==> src/rtl/riscv_pkg.sv <==
// Shared RISC-V front-end definitions: major opcodes, canonical NOP, fetch FSM states.
package riscv_pkg;

    localparam logic [6:0] OP_LOAD   = 7'b0000011;
    localparam logic [6:0] OP_STORE  = 7'b0100011;
    localparam logic [6:0] OP_R      = 7'b0110011;
    localparam logic [6:0] OP_BRANCH = 7'b1100011;
    localparam logic [6:0] OP_IMM    = 7'b0010011;
    localparam logic [6:0] OP_JAL    = 7'b1101111;
    localparam logic [6:0] OP_LUI    = 7'b0110111;

    // addi x0, x0, 0
    localparam logic [31:0] NOP_INSTR = 32'h0000_0013;

    typedef enum logic [1:0] {
        FETCH = 2'd0,
        DROP  = 2'd1,
        HALT  = 2'd2
    } fetch_state_e;

    // Decoder sees an all-zero opcode whenever the slot is empty.
    function automatic logic [6:0] gated_op(input logic vld, input logic [6:0] opc);
        return vld ? opc : 7'b0000000;
    endfunction

endpackage

==> src/rtl/fetch_slot.sv <==
// Single-entry instruction/PC buffer; a load lands the cycle after it is presented.
// Flush beats load beats consume; contents hold while neither load nor consume occurs.
module fetch_slot
    import riscv_pkg::*;
#(
    parameter int              XLEN     = 32,
    parameter logic [XLEN-1:0] RESET_PC = '0
) (
    input  logic            clk,
    input  logic            reset,
    input  logic            load,
    input  logic [XLEN-1:0] load_instr,
    input  logic [XLEN-1:0] load_pc,
    input  logic            consume,
    input  logic            flush,
    output logic            instr_valid,
    output logic [XLEN-1:0] instr,
    output logic [XLEN-1:0] pc
);

    logic            valid_q, valid_d;
    logic [XLEN-1:0] instr_q, instr_d;
    logic [XLEN-1:0] pc_q, pc_d;

    always_comb begin
        valid_d = valid_q;
        instr_d = instr_q;
        pc_d    = pc_q;
        if (flush) begin
            valid_d = 1'b0;
        end else if (load) begin
            valid_d = 1'b1;
            instr_d = load_instr;
            pc_d    = load_pc;
        end else if (consume) begin
            valid_d = 1'b0;
        end
    end

    always_ff @(posedge clk) begin
        if (reset) begin
            valid_q <= 1'b0;
            instr_q <= XLEN'(NOP_INSTR);
            pc_q    <= RESET_PC;
        end else begin
            valid_q <= valid_d;
            instr_q <= instr_d;
            pc_q    <= pc_d;
        end
    end

    assign instr_valid = valid_q;
    assign instr       = instr_q;
    assign pc          = pc_q;

endmodule

==> src/rtl/instr_fetch_unit.sv <==
// Fetch stage: PC, imem req/ready, one-entry output slot; zero-wait memory gives 1 instr/cycle.
// Stall holds the slot and withholds new requests; FETCH_MISALIGN_CHK_EN adds a sticky misalignment halt.
module instr_fetch_unit
    import riscv_pkg::*;
#(
    parameter logic [31:0] RESET_PC = 32'h0000_0000,
    parameter int          XLEN     = 32
) (
    input  logic            clk,
    input  logic            reset,
    output logic            imem_req,
    output logic [XLEN-1:0] imem_addr,
    input  logic            imem_ready,
    input  logic [XLEN-1:0] imem_rdata,
    input  logic            stall,
    input  logic            redirect,
    input  logic [XLEN-1:0] redirect_pc,
    output logic            instr_valid,
    output logic [XLEN-1:0] instr,
    output logic [XLEN-1:0] pc,
    output logic [XLEN-1:0] pc_plus4,
`ifdef FETCH_MISALIGN_CHK_EN
    output logic            fetch_misaligned,
`endif
    output logic [6:0]      op
);

    localparam logic [XLEN-1:0] RST_PC     = XLEN'(RESET_PC);
    localparam logic [XLEN-1:0] ALIGN_MASK = ~XLEN'(3);

    fetch_state_e    state_q, state_d;
    logic [XLEN-1:0] pc_fetch_q, pc_fetch_d;
    logic [XLEN-1:0] drop_addr_q, drop_addr_d;
    logic            req_pend_q, req_pend_d;

    logic [XLEN-1:0] redirect_tgt;
    logic            fire;
    logic            load;
    logic            consume;

`ifdef FETCH_MISALIGN_CHK_EN
    logic            misaligned_q, misaligned_d;
    logic            misalign_hit;

    assign redirect_tgt = redirect_pc;
    assign misalign_hit = redirect && (redirect_pc[1:0] != 2'b00);
`else
    assign redirect_tgt = redirect_pc & ALIGN_MASK;
`endif

    assign fire    = imem_req && imem_ready;
    assign consume = instr_valid && !stall;
    // Any redirect, including one landing with imem_ready, throws the response away.
    assign load    = (state_q == FETCH) && fire && !redirect;

    always_ff @(posedge clk) begin
        if (reset) begin
            state_q      <= FETCH;
            pc_fetch_q   <= RST_PC;
            drop_addr_q  <= RST_PC;
            req_pend_q   <= 1'b0;
`ifdef FETCH_MISALIGN_CHK_EN
            misaligned_q <= 1'b0;
`endif
        end else begin
            state_q      <= state_d;
            pc_fetch_q   <= pc_fetch_d;
            drop_addr_q  <= drop_addr_d;
            req_pend_q   <= req_pend_d;
`ifdef FETCH_MISALIGN_CHK_EN
            misaligned_q <= misaligned_d;
`endif
        end
    end

    always_comb begin
        state_d      = state_q;
        pc_fetch_d   = pc_fetch_q;
        drop_addr_d  = drop_addr_q;
        req_pend_d   = req_pend_q;
`ifdef FETCH_MISALIGN_CHK_EN
        misaligned_d = misaligned_q;
`endif
        case (state_q)
            FETCH: begin
                if (redirect) begin
                    pc_fetch_d = redirect_tgt;
                    req_pend_d = 1'b0;
                    if (imem_req && !imem_ready) begin
                        state_d     = DROP;
                        drop_addr_d = pc_fetch_q;
                    end
                end else if (fire) begin
                    pc_fetch_d = pc_fetch_q + XLEN'(4);
                    req_pend_d = 1'b0;
                end else if (imem_req) begin
                    req_pend_d = 1'b1;
                end
            end
            DROP: begin
                if (redirect) begin
                    pc_fetch_d = redirect_tgt;
                end
                if (imem_ready) begin
                    state_d = FETCH;
                end
            end
            HALT: begin
                state_d = HALT;
            end
            default: begin
                state_d = FETCH;
            end
        endcase
`ifdef FETCH_MISALIGN_CHK_EN
        if (misalign_hit) begin
            state_d      = HALT;
            misaligned_d = 1'b1;
            req_pend_d   = 1'b0;
        end
`endif
    end

    always_comb begin
        imem_req  = 1'b0;
        imem_addr = pc_fetch_q;
        if (!reset) begin
            case (state_q)
                FETCH: imem_req = req_pend_q || !instr_valid || !stall;
                DROP: begin
                    imem_req  = 1'b1;
                    imem_addr = drop_addr_q;
                end
                default: imem_req = 1'b0;
            endcase
        end
    end

    fetch_slot #(
        .XLEN     (XLEN),
        .RESET_PC (RST_PC)
    ) u_slot (
        .clk         (clk),
        .reset       (reset),
        .load        (load),
        .load_instr  (imem_rdata),
        .load_pc     (pc_fetch_q),
        .consume     (consume),
        .flush       (redirect),
        .instr_valid (instr_valid),
        .instr       (instr),
        .pc          (pc)
    );

    assign pc_plus4 = pc + XLEN'(4);
    assign op       = gated_op(instr_valid, instr[6:0]);

`ifdef FETCH_MISALIGN_CHK_EN
    assign fetch_misaligned = misaligned_q;
`endif

endmodule

==> config.mk <==
export PLATFORM = sky130hd
export DESIGN_NAME = instr_fetch_unit
export DESIGN_NICKNAME = d
export VERILOG_FILES = /design/src/rtl/riscv_pkg.sv /design/src/rtl/fetch_slot.sv /design/src/rtl/instr_fetch_unit.sv
export SDC_FILE = /design/constraint.sdc
export NUM_CORES = 1
export LEC_CHECK = 0
export CAP_MARGIN = 15
export CORE_ASPECT_RATIO = 0.8
export CORE_MARGIN = 3
export CORE_UTILIZATION = 47
export CTS_CLUSTER_SIZE = 28
export DETAILED_ROUTE_END_ITERATION = 7
export GPL_TIMING_DRIVEN = 0
export PLACE_DENSITY = 0.81
export SETUP_SLACK_MARGIN = 0.5
export SYNTH_ARGS = -nofsm -noshare
export SYNTH_HDL_FRONTEND = slang
export SYNTH_SLANG_ARGS = --single-unit
==> constraint.sdc <==
create_clock -name clk -period 2.2 [get_ports clk]
set_input_delay 0.22 -clock clk [delete_from_list [all_inputs] [get_ports clk]]
set_output_delay 0.22 -clock clk [all_outputs]
set_load 0.02 [all_outputs]
==> reports/qor.yml, run 1 <==
outcome:
  status: "aborted with a tool error"
  haltStage: "global routing"
  error: "[ERROR DPL-0038] Utilization greater than 100%, impossible to legalize"
die:
  floorplan.initialDensity_pct: 48.7
  rows: 37
  ios: 206
  die_h_um: 110
  fp.dieW_um: 136
yosys:
  syn_inst: 837
  ys_seq_area_share_pct: 39.8
  netlist.area_leader.share_pct: 39.8
  synth_cell_types: 60
  syn_area_um2: 6330
  synth_ff_type: "dfxtp_1"
  ys_ff_latch: 126
  yosysWarnings: 0
  yosys.area.top_type: "dfxtp_1"
  synth-async-reset-ratio_pct: 0
  syn_avg_cell_area_um2: 7.56
  synth_edf_count: 0
  synthTopCellsByArea: "dfxtp_1 (40%), nand2_1 (13%), a21oi_1 (8.8%)"
placed_design:
  dp_hpwl_um: 16100
  place.gp.congestion: 0.929
  portBuffers: 196
global_routing:
  grt_max_degree: 17
clock_tree:
  clockRootBuffer: "clkbuf_16"
  cts_sinks: 126
  cts_buffers: 17
  cts_max_level: 4
  cts_buffer_depth: 2
sta:
  worst-ep-kind: "primary output"
  grt-worst-endpoint: "pc_plus4[31]"
-- cells in the mapped netlist (5+ instances only) --
| cell | instances |
|---|---|
| dfxtp_1 | 126 |
| xnor2_1 | 20 |
| buf_4 | 8 |
| clkbuf_1 | 38 |
| nor2_1 | 25 |
| nand3b_1 | 6 |
| buf_2 | 21 |
| nand3_1 | 39 |
| inv_1 | 8 |
| and3_1 | 16 |
| buf_1 | 5 |
| a31oi_1 | 9 |
| a21oi_1 | 111 |
| nor4_1 | 8 |
| nor3_1 | 13 |
| o21ai_0 | 26 |
| nand4_1 | 16 |
| xor2_1 | 8 |
| mux2_2 | 27 |
| nand2_1 | 226 |
| and2_1 | 10 |
| or3_1 | 8 |
-- metrics by stage --
stage	instances	setup TNS (ps)	utilization (%)	instance area, um^2	setup slack (ps)
floorplan	842	0	-	6590	452
global placement	1213	-26370	67.4	8770	-357
detailed placement	1213	-29800	67.4	8770	-400
CTS	1331	-217	84.7	11000	-114
-- what timing repair did --
action / CTS
hold buffers: 0
setup buffers: 72
pin swaps: 47
cloned: 14
setup endpoints to repair: 193
resized for setup: 586
-- cells by family after synthesis --
family | after synthesis | share of synthesized area [%]
xor+xnor | 28 | 3.87
other cells | 1 | 0.0592
buf+inv | 83 | 5.97
fa+ha+maj | 2 | 0.395
mux | 29 | 5.12
compound gates | 176 | 15.6
flops | 126 | 39.8
simple gates | 392 | 29.1
==> run 2, diff against run 1 <==
--- a/config.mk
+++ b/config.mk
@@ -6,14 +6,11 @@
 export NUM_CORES = 1
 export LEC_CHECK = 0
 export CAP_MARGIN = 15
-export CORE_ASPECT_RATIO = 0.8
 export CORE_MARGIN = 3
-export CORE_UTILIZATION = 47
-export CTS_CLUSTER_SIZE = 28
+export CORE_UTILIZATION = 40
 export DETAILED_ROUTE_END_ITERATION = 7
 export GPL_TIMING_DRIVEN = 0
-export PLACE_DENSITY = 0.81
-export SETUP_SLACK_MARGIN = 0.5
+export PLACE_DENSITY_LB_ADDON = 0.15
 export SYNTH_ARGS = -nofsm -noshare
 export SYNTH_HDL_FRONTEND = slang
 export SYNTH_SLANG_ARGS = --single-unit
==> run 2 against run 1 <==
The flow now finishes without violations. Synthesized cell count stayed put. Area after synthesis stayed put.
==> reports/qor.yml, run 2 <==
outcome:
  status: "finished, final reports clean"  # was aborted with a tool error
sta:
  tightestPinTransition_ps: 634
  final_max_slew_viol_count: 0
  setup_viol: 0
  hold_viol_final: 0
  min_period_over_period_pct: 98.9
  rsz0062_at_grt: "yes"
  fmax_mhz: 460
  clock_skew_ps: 7.30
  relSlewSlack_pct: 57.7
  layout_min_cycle_time_ps: 2180
worst_setup_path:
  crit_fanout: 4
  max_stage_delay_ps: 370
  rrSetupSlack_ps: 80
  crit_cells: 6
  cp.buffers_inverters: 1
  path_cells: "nand4_1 > nor3_4 > and4_4 > nand4_1 > xnor2_1 > buf_4"
  critPathTopFamily: "simple AND/OR/NAND/NOR gates"
  worst_ep_arrival_time_ps: 1960
  critPathCaptureType: "output port"
  cp-start-kind: "register"
  worst_ep_required_time_ps: 1980
  ff2ff_path_depth: 8
  critPathKind: "reg -> out"
  r2r-start: "state_q[1]"
  reg2reg_to: "u_slot.pc[18]"
  cp_common_cell: "nand4_1"
  cp_slowest_cell: "dfxtp_4"
pwr:
  leakage_uw: 0.00372
  peakVddDrop_uv: 555
  p_per_area_nw_per_um2: 675
  power_uw: 6550
yosys:
  netlist.area_leader.share_pct: 39.8  # unchanged
  synth_cell_types: 60  # unchanged
  yosys.area.top_type: "dfxtp_1"  # unchanged
  yosysMostFrequentCell: "nand2_1"  # unchanged
  yosysWarnings: 0  # unchanged
  syn_inst: 837  # unchanged
  ys_ff_latch: 126  # unchanged
  syn_area_um2: 6330  # unchanged
  synthTopCellsByArea: "dfxtp_1 (40%), nand2_1 (13%), a21oi_1 (8.8%)"  # unchanged
  ys_seq_area_share_pct: 39.8  # unchanged
  synth_ff_type: "dfxtp_1"  # unchanged
  synth_edf_count: 0  # unchanged
  syn_avg_cell_area_um2: 7.56  # unchanged
  synth-async-reset-ratio_pct: 0  # unchanged
  ys_top_cells_by_count: "nand2_1 (226), dfxtp_1 (126), a21oi_1 (111)"  # unchanged
die:
  die_area_um2: 17400
  floorplan.initialDensity_pct: 41.2  # was 48.7%
  fp.dieW_um: 132  # was 136 um
  die_h_um: 132  # was 110 um
  core-area_um2: 15400
  ios: 206  # unchanged
  rows: 45  # was 37
global_routing:
  grt_usage_pct: 25.6
  overflow: 0
  grt_max_degree: 17
  grt_pass1_wl_um: 35700
  grt_pass1_vias: 6541
  grt_antenna_before_repair: 0
final_layout:
  mostFrequentLayoutCells: "nand2_1 (224), clkdlybuf4s50_1 (141), a21oi_1 (111)"
  layout_commonest_cell: "nand2_1"
  final_cells: 1307
  nNetsFinal: 1154
  fill_cells: 1406
  post-route-util_pct: 63.1
  diodes: 0
  seq_area_um2: 2580
  largest_register_ffs: 32
  final_layout_size_suffix_gt1_share_pct: 21.1
  multi_input_area_um2: 3680
  syn2layout_area_growth_pct: 53.1
hold_path:
  whs_path_depth: 3
  hold_start: "imem_rdata[23]"
  hold_path_end: "u_slot.instr[23]"
  holdCritPathClass: "in -> reg"
clock_tree:
  cts_sinks: 126  # unchanged
  cts_buffer_depth: 2  # unchanged
  clk_pin_slew_ps: 60
  cts_buffers: 17  # unchanged
  clockRootBuffer: "clkbuf_16"  # unchanged
  cts_max_level: 4  # unchanged
  clk_latency_ps: 420
  cts_tree: "built"
  hold_buffers: 0  # unchanged
routing:
  first_iter_violations: 624
  viasPerCell: 5.34
  antenna_left: 0
  drtPass1Iterations: 5
  wl_um: 23300
  wl_per_cell_um: 17.8
  route.detailed.drc: 0
  vias: 6983
placed_design:
  place.gp.congestion: 0.894  # was 0.929
  place_inst: 1249  # was 1213
  dp_hpwl_um: 16300  # was 16100 um
  portBuffers: 196  # unchanged
flow_run:
  cap_violations: 0
-- run 2: cell counts after synthesis --
Identical to the previous run, type by type.
-- run 2: stage by stage --
stage          hold slack [ps]  area, um^2  setup TNS [ps]  worst slack [ps]
2_1_floorplan              297        6350               0              58.8
3_3_place_gp               438        8580          -39380              -676
3_5_place_dp               443        8580          -38030              -631
4_1_cts                    336        9360               0              2.77
5_1_grt                    347        9690            -940              -118
6_report                   349        9690               0              24.5
-- run 2: per-layer routing --
layer | GRT usage (%) | up-vias | share of wire (%) | routed length [um]
li1 | - | 3365 | - | -
met2 | 41.8 | 352 | 46 | 10800
met1 | 33.5 | 3216 | 43 | 9950
met3 | 5.65 | 50 | 7.5 | 1740
met4 | 9.04 | 0 | 3.4 | 790
met5 | 0 | - | 0 | 0
-- run 2: area by class of cell --
type                       instances  area share, %
clock inverter                    11           2.18
timing repair buffer             223           21.5
clock buffer                      21           4.75
multi-input combinational        633           37.9
inverter                           8          0.310
tap                              211           2.72
buffer                            74           4.01
sequential                       126           26.6
-- run 2: cells by family after synthesis --
group	share of synthesized area (%)
AND/OR/NAND/NOR	29.1
AO/OA/AOI/OAI	15.6
flip-flops	39.8
buffers and inverters	5.97
multiplexers	5.12
XOR/XNOR	3.87
adder cells (fa/ha/maj)	0.395
other	0.0592
-- run 2: report_power, final --
group | total [uW] | internal (uW) | switching, uW
registers | 2440 | 2350 | 88.7
clock network | 3190 | 2180 | 1010
logic | 918 | 415 | 503
-- run 2: how the worst max path moves through the flow --
stage                             start             to  slack (ps)
after floorplan           u_slot.pc[12]   pc_plus4[24]          60
after global placement       state_q[1]  imem_addr[29]        -680
after detailed placement     state_q[1]  imem_addr[29]        -630
after CTS                  u_slot.pc[8]   pc_plus4[25]           3
after global routing      u_slot.pc[14]   pc_plus4[30]        -120
final                     u_slot.pc[12]   pc_plus4[30]          20
-- run 2: worst min-delay path, stage by stage --
cell and delay, ps:
clkdlybuf4s50_1 390, nand2_1 50, a21oi_1 50
-- run 2: repair_timing --
action                     CTS  global route
setup buffers               11            15
setup endpoints to repair  114            86
gates resized for setup    240           137
pin swaps                    8            12
cloned                       0             1
No activity file was read; power rests on OpenSTA's default activity.
==> run 3, diff against run 2 <==
--- a/config.mk
+++ b/config.mk
@@ -5,9 +5,11 @@
 export SDC_FILE = /design/constraint.sdc
 export NUM_CORES = 1
 export LEC_CHECK = 0
+export ABC_AREA = 1
 export CAP_MARGIN = 15
 export CORE_MARGIN = 3
 export CORE_UTILIZATION = 40
+export CTS_CLUSTER_DIAMETER = 200
 export DETAILED_ROUTE_END_ITERATION = 7
 export GPL_TIMING_DRIVEN = 0
 export PLACE_DENSITY_LB_ADDON = 0.15
==> run 3 against run 2 <==
Synthesized cell count rose by 19%. Largest cell class unchanged. Total power fell by 1.8%. Register-to-register slack improved by 130 ps. Worst setup slack improved by 43 ps. Combinational power rose by 30%. Highest routed layer unchanged. Cell area fell by 0.98%. Die area rose by 4.0%. Clock skew fell by 1.2 ps. Clock power fell by 17%. Flip-flop and latch count did not move.
==> reports/qor.yml, run 3 <==
outcome:
  status: "finished, final reports clean"  # unchanged
global_routing:
  grt_pass1_vias: 7126  # was 6541
  grt_max_degree: 17  # unchanged
  grt_pass1_wl_um: 37800  # was 35700 um
  overflow: 0  # unchanged
  grt_usage_pct: 26.3  # was 25.6%
  grt_antenna_before_repair: 0  # unchanged
clock_tree:
  clockRootBuffer: "clkbuf_16"  # unchanged
  cts_tree: "built"  # unchanged
  hold_buffers: 0  # unchanged
  cts_buffers: 17  # unchanged
  cts_max_level: 4  # unchanged
  clk_latency_ps: 420  # about the same
  cts_sinks: 126  # unchanged
  cts_buffer_depth: 2  # unchanged
  clk_pin_slew_ps: 50  # was 60 ps
pwr:
  power_frac_seq_pct: 40.0  # was 37.3%
  p_per_area_nw_per_um2: 670  # was 675 nW/um^2
  clockPowerShare_pct: 41.5  # was 48.7%
  p_comb_share_pct: 18.5  # was 14.0%
  p_switching_uw: 1880  # was 1600 uW
  peakVddDrop_uv: 521  # was 555 uV
  leakage_uw: 0.00400  # was 0.00372 uW
  p_int_uw: 4550  # was 4950 uW
  switching_share_pct: 29.2  # was 24.4%
hold_path:
  holdCritPathClass: "in -> reg"  # unchanged
placed_design:
  portBuffers: 197  # was 196
  dpl-instance-area_um2: 8860  # was 8580 um^2
  dp_hpwl_um: 18600  # was 16300 um
  place.gp.congestion: 0.970  # was 0.894
  place_ws_ps: -612  # was -631 ps
sta:
  relSlewSlack_pct: 61.2  # was 57.7%
  tightestPinTransition_ps: 583  # was 634 ps
  layout_min_cycle_time_ps: 2130  # was 2180 ps
  finalHoldWorstSlack_ps: 214  # was 349 ps
  layout_setup_ws_ps: 67.3  # was 24.5 ps
  clock_skew_ps: 6.15  # was 7.30 ps
  setup_viol: 0  # unchanged
  fmax_mhz: 469  # was 460 MHz
  min_period_over_period_pct: 96.9  # was 98.9%
  hold_viol_final: 0  # unchanged
  final_max_slew_viol_count: 0  # unchanged
  rsz0062_at_grt: "yes"  # unchanged
flow_run:
  cap_violations: 0  # unchanged
yosys:
  syn_inst: 994  # was 837
  ys_seq_area_share_pct: 38.2  # was 39.8%
  synth_cell_types: 32  # was 60
  syn_area_um2: 6600  # was 6330 um^2
  ys_ff_latch: 126  # unchanged
  synth_ff_type: "dfxtp_1"  # unchanged
  synthTopCellsByArea: "dfxtp_1 (38%), a21oi_1 (10%), nand2_1 (10%)"  # was dfxtp_1 (40%), nand2_1 (13%), a21oi_1 (8.8%)
  yosysWarnings: 0  # unchanged
  ys_top_cells_by_count: "nand2_1 (177), nor2_1 (176), a21oi_1 (133)"  # was nand2_1 (226), dfxtp_1 (126), a21oi_1 (111)
  netlist.area_leader.share_pct: 38.2  # was 39.8%
  synth-async-reset-ratio_pct: 0  # unchanged
  yosys.area.top_type: "dfxtp_1"  # unchanged
  yosysMostFrequentCell: "nand2_1"  # unchanged
  synth_edf_count: 0  # unchanged
  syn_avg_cell_area_um2: 6.64  # was 7.56 um^2
die:
  ios: 206  # unchanged
  floorplan.initialDensity_pct: 41.2  # about the same
  rows: 46  # was 45
  fp.dieW_um: 134  # was 132 um
  die_h_um: 134  # was 132 um
  die_area_um2: 18100  # was 17400 um^2
  core-area_um2: 16000  # was 15400 um^2
final_layout:
  design_area_um2: 9600  # was 9690 um^2
  mostFrequentLayoutCells: "nand2_1 (169), nor2_1 (159), clkdlybuf4s50_1 (140)"  # was nand2_1 (224), clkdlybuf4s50_1 (141), a21oi_1 (111)
  largest_register_ffs: 32  # unchanged
  final_layout_size_suffix_gt1_share_pct: 15.3  # was 21.1%
  post-route-util_pct: 60.0  # was 63.1%
  layout_commonest_cell: "nand2_1"  # unchanged
  syn2layout_area_growth_pct: 45.5  # was 53.1%
  diodes: 0  # unchanged
  nNetsFinal: 1291  # was 1154
routing:
  route.detailed.drc: 0  # unchanged
  drtPass1Iterations: 5  # unchanged
  viasPerCell: 5.25  # was 5.34
  wl_um: 24400  # was 23300 um
  wl_per_cell_um: 16.8  # was 17.8 um
  antenna_left: 0  # unchanged
  first_iter_violations: 546  # was 624
  vias: 7612  # was 6983
worst_setup_path:
  critPathCaptureType: "output port"  # unchanged
  worst_ep_required_time_ps: 1980  # about the same
  crit_fanout: 4  # unchanged
  worst_ep_arrival_time_ps: 1910  # was 1960 ps
  critPathKind: "reg -> out"  # unchanged
  cp-start-kind: "register"  # unchanged
[run 3: cell count changes in the layout (fill, tap and decap cells not counted), moves of 12 or more]
| cell | change |
|---|---|
| nor2_1 | +138 |
| inv_1 | +55 |
| nand2_1 | -55 |
| o21ai_0 | +52 |
| o21ai_1 | +32 |
| nand3_1 | +31 |
| buf_4 | -23 |
| a21oi_1 | +21 |
| dlygate4sd2_1 | +19 |
| clkbuf_1 | -16 |
| mux2_4 | -16 |
| nor2_2 | +16 |
| and3_1 | -15 |
| xor2_1 | +12 |
[run 3: metrics by stage]
stage	cells	total power, uW	TNS [ps]
2_1_floorplan	999	3220	0
3_3_place_gp	1412	3830	-16810
3_5_place_dp	1412	3840	-16850
4_1_cts	1443	6440	-108
5_1_grt	1449	6660	-165
6_report	1449	6430	0
[run 3: final timing paths]
path	start	endpoint	slack (ps)	cells past startpoint
worst min register to register	u_slot.instr[1]	u_slot.instr[1]	490	2
worst min-delay path	reset	state_q[1]	210	2
worst max register to register	pc_fetch_q[3]	pc_fetch_q[14]	210	10
worst max-delay path	u_slot.pc[10]	pc_plus4[29]	70	7
[run 3: worst max-delay path, stage by stage, from the launching register on]
cell	delay [ps]
dfxtp_2	370
nand2_1	160
nor2_2	140
nand2_1	110
nor2_2	150
nand2_1	90
xnor2_1	180
clkdlybuf4s15_2	290
[run 3: power by group through the flow]
stage                     combinational [uW]  sequential, uW  clock (uW)
after floorplan                          578            2640           0
after global placement                  1220            2610           0
after detailed placement                1230            2610           0
after CTS                               1190            2570        2680
after global routing                    1280            2590        2780
final                                   1190            2570        2660
[run 3: area by class of cell]
cell class	count	area, um^2
tap	216	270
timing repair buffer	203	1910
fill	1596	6400
sequential	126	2580
clock inverter	11	91.3
buffer	59	365
inverter	65	244
multi-input combinational	748	3670
clock buffer	21	470
[run 3: routing by layer]
layer / vias up / share of wire, % / global-route usage, %
met4: 0 / 2.2 / 7.81
met2: 362 / 46 / 42.5
met1: 3480 / 42 / 34.2
li1: 3728 / - / -
met3: 42 / 9.7 / 7.61
met5: - / 0 / 0
[run 3: what timing repair did]
action | in CTS | in global routing
setup buffers | 0 | 6
gates cloned | 0 | 0
endpoints found under the setup margin | 56 | 51
pin swaps | 3 | 10
resized for setup | 156 | 72
[run 3: logic make-up after synthesis]
logic type / after synthesis / share of synthesized area, %
muxes: 2 / 0.303
AOI/OAI and AO/OA: 248 / 19.2
xor gates and xnor gates: 30 / 3.98
other: 1 / 0.0568
buffers and inverters: 125 / 9.06
adders and majority gates: 2 / 0.379
DFF: 126 / 38.2
and+or+nand+nor: 460 / 28.8
